**src/rtl/mseq_sync_ctrl.sv**
```systemverilog
// Sync controller for the 31-chip M-sequence correlator: peak search, period verification, lock, symbol decision.
// Define MSEQ_SYNC_STATS_EN to build the saturating miss_total counter; otherwise miss_total is tied to 0.
module mseq_sync_ctrl #(
   parameter int PERIOD   = 31,
   parameter int CORR_W   = 8,
   parameter int THRESH   = 56,
   parameter int LOCK_CNT = 3,
   parameter int MISS_CNT = 2
) (
   input  logic                       clk,
   input  logic                       rst,
   input  logic                       ce,
   input  logic [CORR_W-1:0]          corr,
   output logic                       lock,
   output logic [1:0]                 state,
   output logic [$clog2(PERIOD)-1:0]  phase,
   output logic                       sym_valid,
   output logic                       sym_bit,
   output logic [15:0]                miss_total
);

   localparam int PW = $clog2(PERIOD);
   localparam int HW = $clog2(LOCK_CNT + 1);
   localparam int MW = $clog2(MISS_CNT + 1);

   // Thresholds compared one bit wider than corr so neither side is truncated.
   localparam logic [CORR_W:0] POS_TH    = (CORR_W + 1)'(THRESH);
   localparam logic [CORR_W:0] NEG_TH    = (CORR_W + 1)'(2 * PERIOD - THRESH);
   localparam logic [PW-1:0]   PH_LAST   = PW'(PERIOD - 1);
   localparam logic [HW-1:0]   HITS_TERM = HW'(LOCK_CNT);
   localparam logic [HW-1:0]   HITS_LAST = HW'(LOCK_CNT - 1);
   localparam logic [MW-1:0]   MISS_LAST = MW'(MISS_CNT - 1);

   typedef enum logic [1:0] {
      SEARCH = 2'd0,
      VERIFY = 2'd1,
      LOCKED = 2'd2
   } st_t;

   st_t           st;
   logic [HW-1:0] hits;
   logic [MW-1:0] misses;
   logic          pos;
   logic          neg;
   logic          peak;
   logic          at_exp;

   always_comb begin
      pos    = ({1'b0, corr} >= POS_TH);
      neg    = ({1'b0, corr} <= NEG_TH);
      peak   = pos | neg;
      at_exp = (phase == PH_LAST);
   end

   assign state = st;

   always_ff @(posedge clk) begin
      if (rst) begin
         st        <= SEARCH;
         lock      <= 1'b0;
         phase     <= '0;
         hits      <= '0;
         misses    <= '0;
         sym_valid <= 1'b0;
         sym_bit   <= 1'b0;
      end else begin
         sym_valid <= 1'b0;
         if (ce) begin
            case (st)
               SEARCH: begin
                  phase <= '0;
                  if (peak) begin
                     st   <= VERIFY;
                     hits <= HW'(1);
                  end
               end
               // Off-instant peaks are ignored so a spurious peak cannot re-anchor the phase.
               VERIFY: begin
                  if (at_exp) begin
                     phase <= '0;
                     if (!peak) begin
                        st   <= SEARCH;
                        hits <= '0;
                     end else if (hits >= HITS_LAST) begin
                        st        <= LOCKED;
                        lock      <= 1'b1;
                        hits      <= HITS_TERM;
                        misses    <= '0;
                        sym_valid <= 1'b1;
                        sym_bit   <= pos;
                     end else begin
                        hits <= hits + HW'(1);
                     end
                  end else begin
                     phase <= phase + PW'(1);
                  end
               end
               LOCKED: begin
                  if (at_exp) begin
                     phase <= '0;
                     if (peak) begin
                        misses    <= '0;
                        sym_valid <= 1'b1;
                        sym_bit   <= pos;
                     end else if (misses >= MISS_LAST) begin
                        st     <= SEARCH;
                        lock   <= 1'b0;
                        hits   <= '0;
                        misses <= '0;
                     end else begin
                        misses <= misses + MW'(1);
                     end
                  end else begin
                     phase <= phase + PW'(1);
                  end
               end
               default: begin
                  st     <= SEARCH;
                  lock   <= 1'b0;
                  phase  <= '0;
                  hits   <= '0;
                  misses <= '0;
               end
            endcase
         end
      end
   end

`ifdef MSEQ_SYNC_STATS_EN
   logic lock_miss;
   assign lock_miss = ce & (st == LOCKED) & at_exp & ~peak;

   // Survives loss of lock; only reset clears it.
   always_ff @(posedge clk) begin
      if (rst)
         miss_total <= '0;
      else if (lock_miss && (miss_total != 16'hFFFF))
         miss_total <= miss_total + 16'd1;
   end
`else
   assign miss_total = '0;
`endif

endmodule

```
**config.mk**
```make
export PLATFORM = sky130hd
export DESIGN_NAME = mseq_sync_ctrl
export DESIGN_NICKNAME = d
export VERILOG_FILES = /design/src/rtl/mseq_sync_ctrl.sv
export SDC_FILE = /design/constraint.sdc
export NUM_CORES = 1
export LEC_CHECK = 0
export ABC_AREA = 1
export CAP_MARGIN = 20
export CORE_MARGIN = 5
export CORE_UTILIZATION = 44
export DETAILED_ROUTE_END_ITERATION = 6
export PLACE_DENSITY = 0.86
export SYNTH_ARGS = -nofsm -noshare
export SYNTH_HDL_FRONTEND = slang
export SYNTH_SLANG_ARGS = --single-unit
```
**constraint.sdc**
```tcl
create_clock -name clk -period 2 [get_ports clk]
set_input_delay 0.2 -clock clk [delete_from_list [all_inputs] [get_ports clk]]
set_output_delay 0.2 -clock clk [all_outputs]
set_load 0.03 [all_outputs]
```
==> results of run 1 <==
[through the flow]
stage / total power (W) / setup slack (ns) / util
2_1_floorplan: 0.00102 / 0.322 / -
3_3_place_gp: 0.00119 / 0.342 / 0.530
3_5_place_dp: 0.00120 / 0.285 / 0.530
4_1_cts: 0.00142 / 0.320 / 0.547
5_1_grt: 0.00154 / 0.197 / 0.547
6_report: 0.00141 / 0.312 / 0.547
[power by group through the flow]
stage | Clock (W) | Sequential [W] | Combinational [W]
final | 0.000212 | 0.000384 | 0.000813
after CTS | 0.000215 | 0.000386 | 0.000816
after detailed placement | 0 | 0.000392 | 0.000809
after floorplan | 0 | 0.000471 | 0.000549
after global placement | 0 | 0.000389 | 0.000800
after global routing | 0.000234 | 0.000395 | 0.000915
[cells by family after synthesis]
group	share of synthesized area
buffers and inverters	0.189
DFF	0.281
other	0.00376
and+or+nand+nor	0.356
xor gates and xnor gates	0.0263
adders and majority gates	0.0752
AOI/OAI and AO/OA	0.0689
[layout by cell type (no fill, tap or decap), drive strengths merged]
master          n
nor4            1
clkbuf          4
xnor2           2
inv            16
nor2           27
a21oi           9
conb           16
nand4           1
or2             1
dfxtp          14
o21ai           4
ha              6
nand2          34
nand3          16
xor2            1
clkdlybuf4s50  20
[final cells by class]
| class | count | area, µm² |
|---|---|---|
| repair buffers | 20 | 200 |
| multi-input cells | 118 | 586 |
| fillers | 219 | 993 |
| clock buffers | 4 | 36.3 |
| inverters | 16 | 60.1 |
| well taps | 28 | 35.0 |
| flip-flops and latches | 14 | 280 |
[registers in the layout, summed over array words and instances (netlist names)]
| signal | flops |
|---|---|
| sym_bit | 1 |
| misses | 2 |
| state | 2 |
| lock | 1 |
| phase | 5 |
| hits | 2 |
| sym_valid | 1 |
[routing by layer]
metal / up-vias / global-route usage / share of wire
met5: - / 0 / 0
met4: 0 / 0.0596 / 0.019
met3: 5 / 0.0267 / 0.081
met2: 36 / 0.237 / 0.48
met1: 399 / 0.168 / 0.42
li1: 486 / - / -
[worst paths after layout]
| path | from | end | slack (ns) | cells past startpoint |
|---|---|---|---|---|
| setup / recovery | phase[2] | phase[2] | 0.31 | 1 |
| hold / removal | misses[1] | misses[1] | 0.48 | 2 |
| setup reg to reg | state[1] | lock | 0.38 | 10 |
| hold reg to reg | misses[1] | misses[1] | 0.48 | 2 |
==> results.md, run 1 <==
* Outcome: completed
* First-pass GRT wire length at 3720 µm
* Pins Over Slew Limit at 0
* Initial Util at 0.456
* Net Sw Power at 0.000664 W
* Final-report hold violation count at 0
* Fraction of final layout cells sized beyond drive strength 1 at 0.0872
* Largest stage delay, worst path at 0.72 ns
* Die width at 57.6 µm
* First DRT Iteration DRCs at 38
* Register area share after synthesis at 0.281
* Synth cell types at 23
* Clock latency on the worst-skew pair at 0.29 ns
* Worst-path clk slew at 0.09 ns
* Die H at 57.6 µm
* Clock Sinks at 14
* Switching share of total power at 0.471
* Pin count of the biggest net entering global routing at 9
* Vias in the first global route at 909
* TritonCTS clock tree: built
* Max-Cap Viols at 0
* Non-Filler Instances at 200
* Hold-fix buffers, CTS at 0
* Syn Std Cell Area at 998 µm²
* Initial antenna violation count at 0
* Top cells by count, synth: 32 x nand2_1, 22 x nor2_1, 16 x buf_4, 16 x nand3_1, 14 x dfxtp_1
* Final ANT Viol Nets at 0
* Number of enable flip-flop cells after synthesis at 0
* Ant. Diodes at 0
* Die footprint at 3320 µm²
* Crit-path slowest cell: clkdlybuf4s50_1
* Placement-stage cell area at 1160 µm²
* Top cell type's share of synthesized area at 0.281
* Hold Path Class: reg2reg
* Master cell of the clock root buffer: clkbuf_4
* Critical path data arrival time at 1.49 ns
* Leakage at 0.518 nW
* Internal power at 0.000745 W
* Crit-path cells: clkdlybuf4s50_1
* Cells after DPL at 196
* Final Cell Area at 1200 µm²
* Leading area contributor after synthesis: dfxtp_1
* Via-to-Cell Ratio at 4.63
* Final WL at 2090 µm
* Async S/R FF share, synth at 0
* Fin Setup TNS at 0 ns
* Clock share of power at 0.150
* Gr usage total at 0.139
* Vias at 926
* Grt total ovfl at 0
* Nets at 190
* Ports at 37
* CP endpoint kind: primary output
* Synth Register Bits at 14
* Final setup vio count at 0
* CP top delay family: buffers and inverters
* Startpoint Class: register
* Yosys warning total at 0
* Drt pass-1 iters at 4
* Post-Route Skew at 0.00957 ns
* Part of the power in registers at 0.273
* Worst Path Max Fanout at 6
* Post-CTS setup buffer count at 0
* Clock buffer depth at 2
* Most frequent cell after synthesis: nand2_1
* I/O Buffers at 20
* Synthesis-to-layout area growth at 19.9%
* Peak supply drop at 0.692 mV
* DRC at 0
* Mapped Cells at 151
* Largest cells by area after synthesis: dfxtp_1 28%, buf_4 12%, nand2_1 12%
* Ys flop type: dfxtp_1
* Max Fclk at 593 MHz
* Worst path bufs/invs at 1
* Worst hold slack at 0.483 ns
* PD cells at 1180 nW/µm²
* Core ar. at 2190 µm²
* Cts repair resizes at 0
* Rows at 17
* RSZ-0062 raised after global routing: no
* Comb pwr share at 0.577
* H-Tree Depth at 1
* Syn avg cell area at 6.61 µm²
* Drt wl/cell at 10.5 µm
* Critical Path RT at 1.80 ns
* WS Path Type: reg2out
* Cts bufs inserted at 3
* Part of the cycle the worst path needs at 0.844
* Final Wtd Congestion at 0.970
* Crit path time final at 1.69 ns
* HPWL after detailed placement at 1740 µm
Note: power is estimated with default switching activity, not from simulation.
==> run 2: changes to the inputs <==
Clock period 2 ns to 1.6 ns, I/O delays scaled along.
==> results.md, run 2 (synthesized netlist as in run 1, its figures left out) <==
* Hold-fix buffers, CTS at 0 (unchanged)
* Pin count of the biggest net entering global routing at 9 (unchanged)
* Final Cell Area at 1250 µm² (+4.1%)
* Final ANT Viol Nets at 0 (unchanged)
* Critical Path RT at 1.44 ns (-0.36 ns)
* Clock buffer depth at 2 (unchanged)
* Drt wl/cell at 10.7 µm (+2.2%)
* Fill cells at 225 (+2.7%)
* Die footprint at 3320 µm² (unchanged)
* TritonCTS clock tree: built
* Rows at 17 (unchanged)
* Vias in the first global route at 918 (+0.99%)
* DRC at 0 (unchanged)
* PD cells at 1460 nW/µm² (+24%)
* CP endpoint kind: primary output
* Die width at 57.6 µm (unchanged)
* Fraction of final layout cells sized beyond drive strength 1 at 0.152 (+0.0645)
* Critical path data arrival time at 1.38 ns (-0.11 ns)
* Die H at 57.6 µm (unchanged)
* PnR worst setup slack at 0.0635 ns (-0.249 ns)
* Initial Util at 0.456 (unchanged)
* Pins Over Slew Limit at 0 (unchanged)
* Startpoint Class: register
* WS Path Type: reg2out
* Max reg flops at 5 (unchanged)
* Final-report hold violation count at 0 (unchanged)
* Final Core Density at 0.569 (+0.0223)
* Clock latency on the worst-skew pair at 0.28 ns (about the same)
* Peak supply drop at 0.857 mV (+24%)
* Worst hold slack at 0.471 ns (-0.0128 ns)
* I/O Buffers at 20 (unchanged)
* Core ar. at 2190 µm² (unchanged)
* Placement-stage cell area at 1210 µm² (+4.6%)
* Initial antenna violation count at 0 (unchanged)
* FF/Latch Area at 283 µm² (+0.89%)
* Worst-path clk slew at 0.09 ns (about the same)
* RSZ-0062 raised after global routing: no
* Final Wtd Congestion at 0.847 (-13%)
* Crit path time final at 1.54 ns
* Drt pass-1 iters at 4 (unchanged)
* Master cell of the clock root buffer: clkbuf_4
* First DRT Iteration DRCs at 33 (-13%)
* Pwr Total at 0.00182 W (+29%)
* Gr usage total at 0.138 (-0.000318)
* Post-Route Skew at 0.00657 ns (-0.00299 ns)
* Most frequent cells in the layout: 31 x nand2_1, 20 x nor2_1, 17 x clkdlybuf4s50_1, 16 x nand3_1, 16 x conb_1
* Max-Cap Viols at 0 (unchanged)
* First-pass GRT wire length at 3730 µm (+0.19%)
* Area occupied by multi-input gates at 593 µm² (+1.3%)
* Max Fclk at 651 MHz
* Grt total ovfl at 0 (unchanged)
* H-Tree Depth at 1 (unchanged)
* Part of the cycle the worst path needs at 0.960
* Nets at 197 (+3.7%)
* Clock Sinks at 14 (unchanged)
* Cts bufs inserted at 3 (unchanged)
* Biggest register: phase
* Via-to-Cell Ratio at 4.67 (+0.86%)
* Worst Path Max Fanout at 3 (-3)
* Hold Path Class: reg2reg
* Ant. Diodes at 0 (unchanged)
* Ports at 37 (unchanged)
* Leading cell type in the layout, fill and taps excluded: nand2_1
* Outcome: completed
* Vias at 962 (+3.9%)
* Final setup vio count at 0 (unchanged)
* DP Worst Slack at -0.0196 ns (-0.305 ns)
* Final WL at 2200 µm (+5.3%)
* Synthesis-to-layout area growth at 24.8%
* Leakage at 0.576 nW (+11%)
* HPWL after detailed placement at 1820 µm (+4.7%)
[run 2: cell type report]
cell class                 count  area share
timing repair buffer          27       0.203
clock buffer                   3      0.0181
sequential                    14       0.227
multi-input combinational    118       0.476
inverter                      16      0.0482
tap                           28      0.0281
[run 2: path summary, 6_finish.rpt]
check	slack [ns]	startpoint	endpoint	cells after the start
setup / recovery	0.06	state[1]	state[1]	2
hold / removal	0.47	misses[1]	misses[1]	2
setup reg to reg	0.11	phase[0]	hits[0]	11
hold reg to reg	0.47	misses[1]	misses[1]	2
[run 2: per-stage QoR]
step	cells	TNS (ns)
floorplan	166	0
global placement	203	0
detailed placement	203	-0.0373
CTS	206	0
global route	206	0
finish	206	0
[run 2: routing by layer]
metal,vias to the layer above,share of wire,global-route usage
li1,496,-,-
met1,438,0.44,0.165
met2,26,0.48,0.229
met3,2,0.073,0.0401
met4,0,0.0077,0.0596
met5,-,0,0
[run 2: critical path, cell delays in order (launching register included)]
cell	delay (ns)
dfxtp_1	0.33
buf_4	0.12
clkdlybuf4s50_1	0.66
[run 2: timing repair]
action	4_1_cts	5_1_grt
setup endpoints to repair	2	7
cloned	0	0
endpoints found under the hold margin	0	0
gates resized for setup	2	6
setup buffers	0	0
pin swaps	0	2
[run 2: report_power, final]
group	leakage, nW	internal, W	total [W]	switching [W]
Combinational	0.448	0.000441	0.00113	0.000693
Sequential	0.114	0.000427	0.000484	0.0000568
Clock	0.0138	0.0000871	0.000197	0.000110
Total	0.576	0.000955	0.00182	0.000860
==> run 3: changes to the inputs <==
Settings changed: CORE_MARGIN 5 to 2, CORE_UTILIZATION 44 to 40, PLACE_DENSITY 0.86 to 0.79.
==> results.md, run 3 (synthesized netlist as in run 1, its figures left out) <==
* Outcome: completed
* Final Wtd Congestion at 0.883 (+4.3%)
* Hold-fix buffers, CTS at 0 (unchanged)
* First DRT Iteration DRCs at 15 (-55%)
* Final-report hold violation count at 0 (unchanged)
* Fraction of final layout cells sized beyond drive strength 1 at 0.156 (+0.00474)
* Max reg flops at 5 (unchanged)
* Startpoint Class: register
* First-pass GRT wire length at 3130 µm (-16%)
* Cts bufs inserted at 3 (unchanged)
* DP Worst Slack at 0.0373 ns (+0.0569 ns)
* PnR worst setup slack at 0.0691 ns (+0.00562 ns)
* Drt pass-1 iters at 4 (unchanged)
* Core ar. at 2410 µm² (+10%)
* Clock latency on the worst-skew pair at 0.28 ns (about the same)
* Post-CTS setup buffer count at 0 (unchanged)
* Clock Sinks at 14 (unchanged)
* Rows at 18 (+1)
* Crit-path cells: clkdlybuf4s50_1
* Vias at 904 (-6.0%)
* Most frequent cells in the layout: 32 x nand2_1, 20 x nor2_1, 17 x clkdlybuf4s50_1, 16 x nand3_1, 16 x conb_1
* Worst path bufs/invs at 1 (-1)
* Critical Path RT at 1.44 ns (about the same)
* Post-Route Skew at 0.00322 ns (-0.00335 ns)
* H-Tree Depth at 1 (unchanged)
* Clock share of power at 0.140 (+0.031)
* CP top delay family: buffers and inverters
* Max Fclk at 653 MHz (+0.37%)
* Initial Util at 0.414 (-0.0414)
* Ports at 37 (unchanged)
* Initial antenna violation count at 0 (unchanged)
* CP endpoint kind: primary output
* HPWL after detailed placement at 1550 µm (-15%)
* Final WL at 1890 µm (-14%)
* Die width at 54.0 µm (-6.4%)
* Pin count of the biggest net entering global routing at 9 (unchanged)
* Die footprint at 2910 µm² (-12%)
* Leading cell type in the layout, fill and taps excluded: nand2_1
* Leakage at 0.598 nW (+3.9%)
* TritonCTS clock tree: built
* Crit path time final at 1.53 ns (-0.00562 ns)
* Part of the power in registers at 0.264 (-0.003)
* Ant. Diodes at 0 (unchanged)
* Final ANT Viol Nets at 0 (unchanged)
* RSZ-0062 raised after global routing: no
* Worst-path clk slew at 0.09 ns (about the same)
* Pins Over Slew Limit at 0 (unchanged)
* Nets at 197 (unchanged)
* Peak supply drop at 0.872 mV (+1.8%)
* WS Path Type: reg2out
* Crit-path slowest cell: clkdlybuf4s50_1
* Synthesis-to-layout area growth at 27.2%
* Part of the cycle the worst path needs at 0.957 (-0.00351)
* Hold Path Class: reg2reg
* Critical path data arrival time at 1.37 ns (about the same)
* Clock buffer depth at 2 (unchanged)
* Via-to-Cell Ratio at 4.33 (-7.4%)
* Fill cells at 236 (+4.9%)
* Vias in the first global route at 815 (-11%)
* DRC at 0 (unchanged)
* Die H at 54.0 µm (-6.4%)
* Pwr Total at 0.00186 W (+2.3%)
* Comb pwr share at 0.596 (-0.029)
* Worst Path Max Fanout at 4 (+1)
* PD cells at 1460 nW/µm² (+0.35%)
* Largest stage delay, worst path at 0.69 ns (+0.03 ns)
* Master cell of the clock root buffer: clkbuf_4
* Biggest register: phase
* Internal power at 0.000998 W (+4.5%)
* Max-Cap Viols at 0 (unchanged)
* Area occupied by multi-input gates at 596 µm² (+0.42%)
* Gr usage total at 0.148 (+0.00986)
* Net Sw Power at 0.000858 W (-0.19%)
* Switching share of total power at 0.462 (-0.0114)
* I/O Buffers at 20 (unchanged)
* Drt wl/cell at 9.05 µm (-15%)
* Final setup vio count at 0 (unchanged)
* Grt total ovfl at 0 (unchanged)
* FF/Latch Area at 284 µm² (+0.44%)
* Fin Setup TNS at 0 ns (unchanged)
-- run 3: what timing repair did --
item,in CTS,in global routing
resized for setup,1,8
pin swaps,0,3
setup endpoints to repair,1,9
-- run 3: metrics by stage --
step	instances	cell area (µm²)	hold slack [ns]	util
after floorplan	166	1060	0.441	-
after global placement	205	1220	0.454	0.505
after detailed placement	205	1220	0.455	0.505
after CTS	209	1250	0.469	0.520
after global routing	209	1270	0.487	0.527
final	209	1270	0.463	0.527
-- run 3: power by group through the flow --
stage	logic (W)	registers (W)	clock network [W]
floorplan	0.000686	0.000591	0
global placement	0.00106	0.000491	0
detailed placement	0.00107	0.000491	0
CTS	0.00107	0.000484	0.000263
global route	0.00123	0.000501	0.000283
finish	0.00111	0.000491	0.000260
-- run 3: final timing paths --
kind / from / end / slack (ns) / depth (start not counted)
setup / recovery: phase[4] / phase[4] / 0.07 / 1
hold / removal: misses[1] / misses[1] / 0.46 / 2
setup reg to reg: state[0] / hits[0] / 0.14 / 9
hold reg to reg: misses[1] / misses[1] / 0.46 / 2
-- run 3: metal layers --
layer | part of all wire | global-route usage | wire length, µm | vias to the layer above
li1 | - | - | - | 499
met1 | 0.48 | 0.187 | 909 | 383
met2 | 0.47 | 0.236 | 882 | 18
met3 | 0.038 | 0.0389 | 71 | 4
met4 | 0.015 | 0.0641 | 29 | 0
met5 | 0 | 0 | 0 | -
-- run 3: area by class of cell --
| class | instances | area share |
|---|---|---|
| clock buffers | 4 | 0.0286 |
| well taps | 30 | 0.0296 |
| flip-flops and latches | 14 | 0.224 |
| inverters | 16 | 0.0473 |
| multi-input cells | 118 | 0.469 |
| repair buffers | 27 | 0.202 |
